`src/rtl/multdiv_pkg.sv`:
```
// rtl/multdiv_pkg.sv - shared types and constants for the sequential multiply/divide unit
`timescale 1ns/1ps
package multdiv_pkg;

    localparam int WIDTH      = 32;
    localparam int ITERATIONS = 32;
    localparam int LATENCY    = 33;

    typedef enum logic [1:0] {
        ST_IDLE = 2'd0,
        ST_RUN  = 2'd1,
        ST_DONE = 2'd2
    } state_e;

endpackage

```
`src/rtl/abs32.sv`:
```
// rtl/abs32.sv - combinational 32-bit conditional two's-complement negate
`timescale 1ns/1ps
module abs32 (
    input  logic [31:0] value_i,
    input  logic        negate_i,
    output logic [31:0] value_o
);

    assign value_o = negate_i ? (~value_i + 32'd1) : value_i;

endmodule

```
`src/rtl/multdiv_seq.sv`:
```
// rtl/multdiv_seq.sv - 33-cycle signed multiply (shift-add) / divide (restoring) unit
`timescale 1ns/1ps
module multdiv_seq #(
    parameter int WIDTH = 32
) (
    input  logic             clock,
    input  logic             reset_n,
    input  logic [WIDTH-1:0] data_operandA,
    input  logic [WIDTH-1:0] data_operandB,
    input  logic             ctrl_MULT,
    input  logic             ctrl_DIV,
    output logic [WIDTH-1:0] data_result,
    output logic             data_exception,
    output logic             data_resultRDY
);
    import multdiv_pkg::*;

    localparam logic [5:0] ITER_LAST = 6'(ITERATIONS);

    state_e             state_q, state_d;
    logic [5:0]         cnt_q, cnt_d;
    logic [2*WIDTH-1:0] acc_q, acc_d;
    logic [WIDTH-1:0]   mag_b_q, mag_b_d;
    logic               is_mul_q, is_mul_d;
    logic               neg_q, neg_d;
    logic               div_ovf_q, div_ovf_d;
    logic [WIDTH-1:0]   result_q, result_d;
    logic               exc_q, exc_d;

    logic               start, iterate, finish;
    logic [WIDTH-1:0]   mag_a_in, mag_b_in, signed_low;
    logic [WIDTH:0]     mul_sum, div_diff;
    logic [2*WIDTH-1:0] mul_next, div_shift, div_next;
    logic [WIDTH-1:0]   final_res;
    logic               final_exc, mul_ovf;

    assign start = ctrl_MULT | ctrl_DIV;

    abs32 u_abs_a (.value_i(data_operandA), .negate_i(data_operandA[WIDTH-1]), .value_o(mag_a_in));
    abs32 u_abs_b (.value_i(data_operandB), .negate_i(data_operandB[WIDTH-1]), .value_o(mag_b_in));
    // Product low word and quotient both end in acc_q[31:0]; one sign fix serves both.
    abs32 u_sign  (.value_i(acc_q[WIDTH-1:0]), .negate_i(neg_q), .value_o(signed_low));

    always_ff @(posedge clock or negedge reset_n) begin
        if (!reset_n) begin
            state_q <= ST_IDLE;
        end else begin
            state_q <= state_d;
        end
    end

    always_comb begin
        state_d = state_q;
        if (start) begin
            state_d = ST_RUN;
        end else begin
            case (state_q)
                ST_RUN:  if (cnt_q == ITER_LAST) state_d = ST_DONE;
                ST_DONE: state_d = ST_IDLE;
                default: state_d = state_q;
            endcase
        end
    end

    always_comb begin
        data_resultRDY = (state_q == ST_DONE);
        iterate        = (state_q == ST_RUN) && (cnt_q != ITER_LAST) && !start;
        finish         = (state_q == ST_RUN) && (cnt_q == ITER_LAST) && !start;
    end

    always_comb begin
        mul_sum   = {1'b0, acc_q[2*WIDTH-1:WIDTH]} + (acc_q[0] ? {1'b0, mag_b_q} : '0);
        mul_next  = {mul_sum, acc_q[WIDTH-1:1]};
        div_shift = {acc_q[2*WIDTH-2:0], 1'b0};
        div_diff  = {1'b0, div_shift[2*WIDTH-1:WIDTH]} - {1'b0, mag_b_q};
        div_next  = div_diff[WIDTH] ? div_shift
                                    : {div_diff[WIDTH-1:0], div_shift[WIDTH-1:1], 1'b1};
    end

    // Range check on the unsigned magnitude: a negative result may reach 2^31, a positive one 2^31-1.
    always_comb begin
        mul_ovf = neg_q ? ((|acc_q[2*WIDTH-1:WIDTH]) | (acc_q[WIDTH-1] & (|acc_q[WIDTH-2:0])))
                        : (|acc_q[2*WIDTH-1:WIDTH-1]);
        final_res = signed_low;
        final_exc = 1'b0;
        if (is_mul_q) begin
            final_exc = mul_ovf;
        end else if (mag_b_q == '0) begin
            final_res = '0;
            final_exc = 1'b1;
        end else if (div_ovf_q) begin
            final_res = {1'b1, {(WIDTH-1){1'b0}}};
            final_exc = 1'b1;
        end
    end

    always_comb begin
        cnt_d     = cnt_q;
        acc_d     = acc_q;
        mag_b_d   = mag_b_q;
        is_mul_d  = is_mul_q;
        neg_d     = neg_q;
        div_ovf_d = div_ovf_q;
        result_d  = result_q;
        exc_d     = exc_q;
        if (start) begin
            cnt_d     = '0;
            acc_d     = {{WIDTH{1'b0}}, mag_a_in};
            mag_b_d   = mag_b_in;
            is_mul_d  = ctrl_MULT;
            neg_d     = data_operandA[WIDTH-1] ^ data_operandB[WIDTH-1];
            div_ovf_d = (data_operandA == {1'b1, {(WIDTH-1){1'b0}}}) && (&data_operandB);
        end else if (iterate) begin
            cnt_d = cnt_q + 6'd1;
            acc_d = is_mul_q ? mul_next : div_next;
        end else if (finish) begin
            result_d = final_res;
            exc_d    = final_exc;
        end
    end

    always_ff @(posedge clock or negedge reset_n) begin
        if (!reset_n) begin
            cnt_q     <= '0;
            acc_q     <= '0;
            mag_b_q   <= '0;
            is_mul_q  <= 1'b0;
            neg_q     <= 1'b0;
            div_ovf_q <= 1'b0;
            result_q  <= '0;
            exc_q     <= 1'b0;
        end else begin
            cnt_q     <= cnt_d;
            acc_q     <= acc_d;
            mag_b_q   <= mag_b_d;
            is_mul_q  <= is_mul_d;
            neg_q     <= neg_d;
            div_ovf_q <= div_ovf_d;
            result_q  <= result_d;
            exc_q     <= exc_d;
        end
    end

    assign data_result    = result_q;
    assign data_exception = exc_q;

endmodule

```
`config.mk`:
```
export PLATFORM = sky130hd
export DESIGN_NAME = multdiv_seq
export DESIGN_NICKNAME = d
export VERILOG_FILES = /design/src/rtl/multdiv_pkg.sv /design/src/rtl/abs32.sv /design/src/rtl/multdiv_seq.sv
export SDC_FILE = /design/constraint.sdc
export NUM_CORES = 1
export LEC_CHECK = 0
export BUFFER_PORTS_ARGS = -buffer_cell sky130_fd_sc_hd__buf_2
export CORE_ASPECT_RATIO = 1.2
export CORE_UTILIZATION = 56
export CTS_CLUSTER_SIZE = 10
export DETAILED_ROUTE_END_ITERATION = 7
export GPL_TIMING_DRIVEN = 0
export PLACE_DENSITY_LB_ADDON = 0.15
export SYNTH_ARGS = -nofsm -noshare
export SYNTH_HDL_FRONTEND = slang
export SYNTH_SLANG_ARGS = --single-unit
```
`constraint.sdc`:
```
create_clock -name clock -period 3.27 [get_ports clock]
set_input_delay 0.327 -clock clock [delete_from_list [all_inputs] [get_ports clock]]
set_output_delay 0.327 -clock clock [all_outputs]
set_load 0.1 [all_outputs]
```
# == Word level (Yosys, flattened, before mapping) ==
# Index checks and enable logic that the tools add are counted.
# W data, S select, Z words.
# totals
regBits,140
input_bits,68
output_inout_bits,34
# classes
add_sub_neg,6
eq_ne,6
n_mux,20
bitwise_logic,9
n_reduce_logical,15
# ops
op,count
$mux W64,4
$mux W32,7
$add A32 B1 Y32 const B,3
$not A32 Y32,3
$add A32 B32 Y33,1
$reduce_or A33 Y1,1
$sub A32 B32 Y33,1
$eq A32 B32 Y1 const B,1
$logic_not A32 Y1,1
$reduce_and A32 Y1,1
$reduce_or A32 Y1,1
$reduce_or A31 Y1,1
$mux W6,2
$add A6 B1 Y6 const B,1
$eq A6 B6 Y1 const B,1
$ne A6 B6 Y1 const B,1
$logic_and A1 B1 Y1,5
$mux W1,4
$mux W2,2
$pmux W2 S2,1
$ne A3 B2 Y1 const B,1
$reduce_and A3 Y1,1
$reduce_bool A3 Y1,1
$eq A2 B1 Y1 const B,1
8 further kinds,10

# == Logic depth before layout (Yosys ltp) ==
# depth
depth_word,6
mapped_depth,14
mapped_depth_nobuf,13

# == Cells and area by module ==
# A second synthesis with hierarchy kept.
# unflattened
hier_cells,1548
hier_area_um2,12782.3
# by_module_without_submodules
mod,instances,cells_per_inst,area_per_inst_um2,seq_area_each_um2
multdiv_seq,1,1251,10451.3,3503.4
abs32,3,99,777.0,0.0

# == Worst setup path after synthesis ==
# No wires, ideal clock.
# synth_path
kind,register to register
from,reg acc_q[31]
to,reg acc_q[51]
t_arrival_ns,3.155
path_slack_ns,-0.011
stages_incl_launch_ff,15
n_path_buf,2
period_less_slack_ns,3.281
path_cell_list,dfrtp_1 > inv_1 > ha_1 > fa_1 > nand2b_1 > a21oi_1 > o221a_2 > a22oi_1 > o211ai_1 > a31o_2 > or2_2 > clkbuf_1 > buf_1 > a21oi_1 > a221o_1
# synth_via
elab_chain_cells,5
# synth_rtl
element,line,source
"start, declared",multdiv_seq.sv:22,"logic [2*WIDTH-1:0] acc_q, acc_d;"
"start signal, assigned",multdiv_seq.sv:125,acc_q <= '0;
"start signal, assigned",multdiv_seq.sv:134,acc_q <= acc_d;
$sub A32 B32 Y33,multdiv_seq.sv:75,"div_diff = {1'b0, div_shift[2*WIDTH-1:WIDTH]} - {1'b0, mag_b_q};"
$mux W64,multdiv_seq.sv:76,div_next = div_diff[WIDTH] ? div_shift
$mux W64,multdiv_seq.sv:115,acc_d = is_mul_q ? mul_next : div_next;
$mux W64,multdiv_seq.sv:113,end else if (iterate) begin
$mux W64,multdiv_seq.sv:106,if (start) begin
# No other way between the ends. The select of a mux whose other input is x is not followed.
# A chain may end at the register's enable or synchronous reset.

# == Worst setup path after layout ==
# layout_path
from,reg mag_b_q[21]
to,reg acc_q[63]
# layout_via
elab_chain_cells,5
# layout_rtl
element,line,source
"start, declared",multdiv_seq.sv:23,"logic [WIDTH-1:0] mag_b_q, mag_b_d;"
"start signal, assigned",multdiv_seq.sv:135,mag_b_q <= mag_b_d;
$sub A32 B32 Y33 or $mux W32 (tied branches),"multdiv_seq.sv:75, multdiv_seq.sv:72",
$mux W64 or $add A32 B32 Y33 (tied branches),"multdiv_seq.sv:76, multdiv_seq.sv:72",
$mux W64 (*),multdiv_seq.sv:115,
$mux W64 (*),multdiv_seq.sv:113,
$mux W64 (*),multdiv_seq.sv:106,
# Every way passes the cells marked *; elsewhere a longest branch is shown, timed or not. The select of a mux whose other input is x is not followed.

==> results_dict.tcl <==
set metrics [dict create \
    status "finished, violations left" \
    failed_checks "setup timing" \
    maxCapViolCount 0 \
    die_w_um 136 \
    yosysMostFrequentCell "nand2_1" \
    ant_nets 0 \
    drc 0 \
    dieArea_um2 22200 \
    gp_congestion 1.01 \
    clock_sinks 140 \
    register_area_um2 3520 \
    slew_viol_final 0 \
    synth_area_leaders "dfrtp_1 29%, o21ai_0 7.7%, ha_1 7.4%, xor2_1 7.3%, nand2_1 6.0%" \
    vias 12334 \
    final_core_util_pct 68.6 \
    h-tree-depth 4 \
    grt-ovfl-total 0 \
    num_rows 58 \
    firstDrtPassIters 6 \
    worstHoldStart "ctrl_MULT" \
    final_nets 1781 \
    fin_crit_sh_pct 106 \
    switching_power_mw 2.27 \
    grt_pass1_wl_um 62300 \
    vdd_drop_max_uv 387 \
    syn_area_um2 12100 \
    cts.root.buffer_cell "clkbuf_16" \
    synth.top_cells.by_count "192 x nand2_1, 185 x o21ai_0, 140 x dfrtp_1" \
    rr_startpoint "mag_b_q[21]" \
    cts_tree "built" \
    ff2ff_setup_slack_ns -0.18 \
    crit_type "reg2reg" \
    start_kind "flip-flop" \
    syn2layout_area_growth_pct 19.5 \
    p_int_mw 3.79 \
    clkPwrFrac_pct 31.8 \
    synthMuxAreaShare_pct 4.64 \
    synth_edf_count 0 \
    yosysWarnings 0 \
    numCtsBuffers 17 \
    via_per_inst 6.41 \
    seqPwrFrac_pct 34.1 \
    crit_path_end_kind "flip-flop" \
    powerDensity_nw_per_um2 420 \
    antenna_found_initial 4 \
    dpl.cell_count 1869 \
    arrival_ns 3.76 \
    gr-usage-all-layers_pct 36.8 \
    ys_types 75 \
    synth_top_family_by_area "compound AO/OA/AOI/OAI gates" \
    io_pins 102 \
    synth_fp_nets 1638 \
    synth_cells 1497 \
    period_needed_ns 3.45 \
    cp.required_ns 3.58 \
    fmax_ghz 0.290 \
    drt-total-wl_um 41100 \
    rsz0062_at_grt "true" \
    timing.final.ws_setup_ns -0.183 \
    synth_compound_area_share_pct 24.6 \
    drt_iter0_drc 902 \
    grt_max_degree 82 \
    hp-class "in2reg" \
    hold_slack_ns 0.109 \
    synth_top_area_share_pct 29.0 \
    drive_gt1_share_pct 17.5 \
    synth_async_sr_flop_share_pct 100 \
    synthAdderAreaFrac_pct 7.69 \
    multiInputGateArea_um2 8620 \
    portBuffers 101 \
    dp_slack_ns -0.982 \
    grt_pass1_vias 11806 \
    slew_headroom_pct 41.7 \
    path_max_fanout 8 \
    seq_area_frac_synth_pct 29.0 \
    post-dp-hpwl_um 30900 \
    synthSimpleGateAreaFrac_pct 19.3 \
    finalSetupViolCount 3 \
    p_leak_nw 6.36 \
    ys_seq_elements 140 \
    swShare_pct 37.5 \
    critPathLaunch "mag_b_q[21]" \
    hold_viol 0 \
    pwr-share-comb_pct 34.1 \
    core_area_um2 21000 \
    start_util_pct 57.4 \
    synth_top_flop_cell "dfrtp_1" \
    syn_area_per_cell_um2 8.07 \
    synth-xor-area-share_pct 10.4 \
    clock_path_buffers 2 \
    fillers 1787 \
    clk_pin_slew_ns 0.06 \
    clk_latency_ns 0.44 \
    post_layout_nonfiller_instances 1924 \
    worstMarginPinSlew_ns 0.875 \
    chipHeight_um 163 \
    clock_skew_ns 0.0129 \
    wl_per_cell_um 21.3 \
    synth_top_area_cell "dfrtp_1" \
]
==> per-layer routing <==
layer  routed length (um)  GRT usage [%]  vias up
li1                     -              -     5750
met4                 2510           20.9        6
met2                20700           65.4      515
met5                   51              0        -
met1                15200           40.3     5900
met3                 2630           7.44      163
==> path summary, 6_finish.rpt <==
check | endpoint | cells after the start
min | is_mul_q | 2
min in group asynchronous | acc_q[27] | 2
max reg2reg | acc_q[63] | 11
max | acc_q[63] | 11
max in group asynchronous | acc_q[48] | 3
min reg2reg | data_result[7] | 2
==> power groups by stage <==
| stage | clock [mW] | sequential [mW] | combinational, mW |
|---|---|---|---|
| 5_1_grt | 2.00 | 2.08 | 2.24 |
| 4_1_cts | 1.92 | 2.05 | 1.85 |
| 6_report | 1.93 | 2.07 | 2.07 |
| 3_5_place_dp | 0 | 2.08 | 1.78 |
| 2_1_floorplan | 0 | 2.08 | 1.22 |
| 3_3_place_gp | 0 | 2.07 | 1.76 |
==> flip-flops by register name, summed over array words and instances, names as in the netlist <==
register / cells
cnt_q: 6
neg_q: 1
data_exception: 1
data_result: 32
state_q: 2
is_mul_q: 1
mag_b_q: 32
acc_q: 64
div_ovf_q: 1
==> cells by family after synthesis <==
| family | Yosys count |
|---|---|
| flip-flops | 140 |
| multiplexers | 56 |
| AND/OR/NAND/NOR | 479 |
| buffers and inverters | 140 |
| AO/OA/AOI/OAI | 465 |
| adder cells (fa/ha/maj) | 73 |
| XOR/XNOR | 144 |
==> through the flow <==
step	area, um^2	power [mW]	TNS [ns]
finish	14400	6.06	-0.202
CTS	13800	5.82	0
detailed placement	13000	3.85	-26.85
global placement	12900	3.83	-44.82
floorplan	12100	3.30	0
global route	14400	6.31	-0.782
==> worst max-delay path, cell delays in order, from the launching register on <==
cell and delay [ns]:
dfrtp_1 0.39, inv_1 0.12, ha_1 0.29, clkbuf_1 0.32, nand2_1 0.14, nand4b_1 0.45, a211oi_2 0.66, or2_2 0.22
o21ai_0 0.16, xnor2_1 0.18, nor3_1 0.25, o21ai_0 0.13
==> placed cells by master (no fill, tap or decap), types with 27 or more instances in the layout <==
master    netlist  routed
a21oi_1        67      57
buf_2           1     100
buf_4           0      30
clkbuf_1       72      59
dfrtp_1       140     129
ha_1           71      47
inv_1          56      50
mux2i_1        56      53
nand2_1       192     191
nand4_1        27      27
nor2_1         81      76
o211ai_1       46      46
o21ai_0       185     170
xnor2_1        43      43
xor2_1        101     101
==> timing repair <==
item	4_1_cts	5_1_grt
pin swaps	13	36
hold buffers	1	0
cloned	0	2
endpoints found under the setup margin	42	43
gates resized for setup	61	102
buffers inserted	6	23
hold endpoints to repair	59	0
==> final cells by class <==
type | count | area share [%]
Tap cell | 270 | 2.34
Clock buffer | 20 | 3.16
Sequential cell | 140 | 24.4
Multi-Input combinational cell | 1217 | 59.7
Buffer | 73 | 2.42
Antenna cell | 1 | 0.0173
Timing Repair Buffer | 134 | 5.66
Clock inverter | 12 | 0.797
Inverter | 57 | 1.52
(Power assumes the default switching activity.)
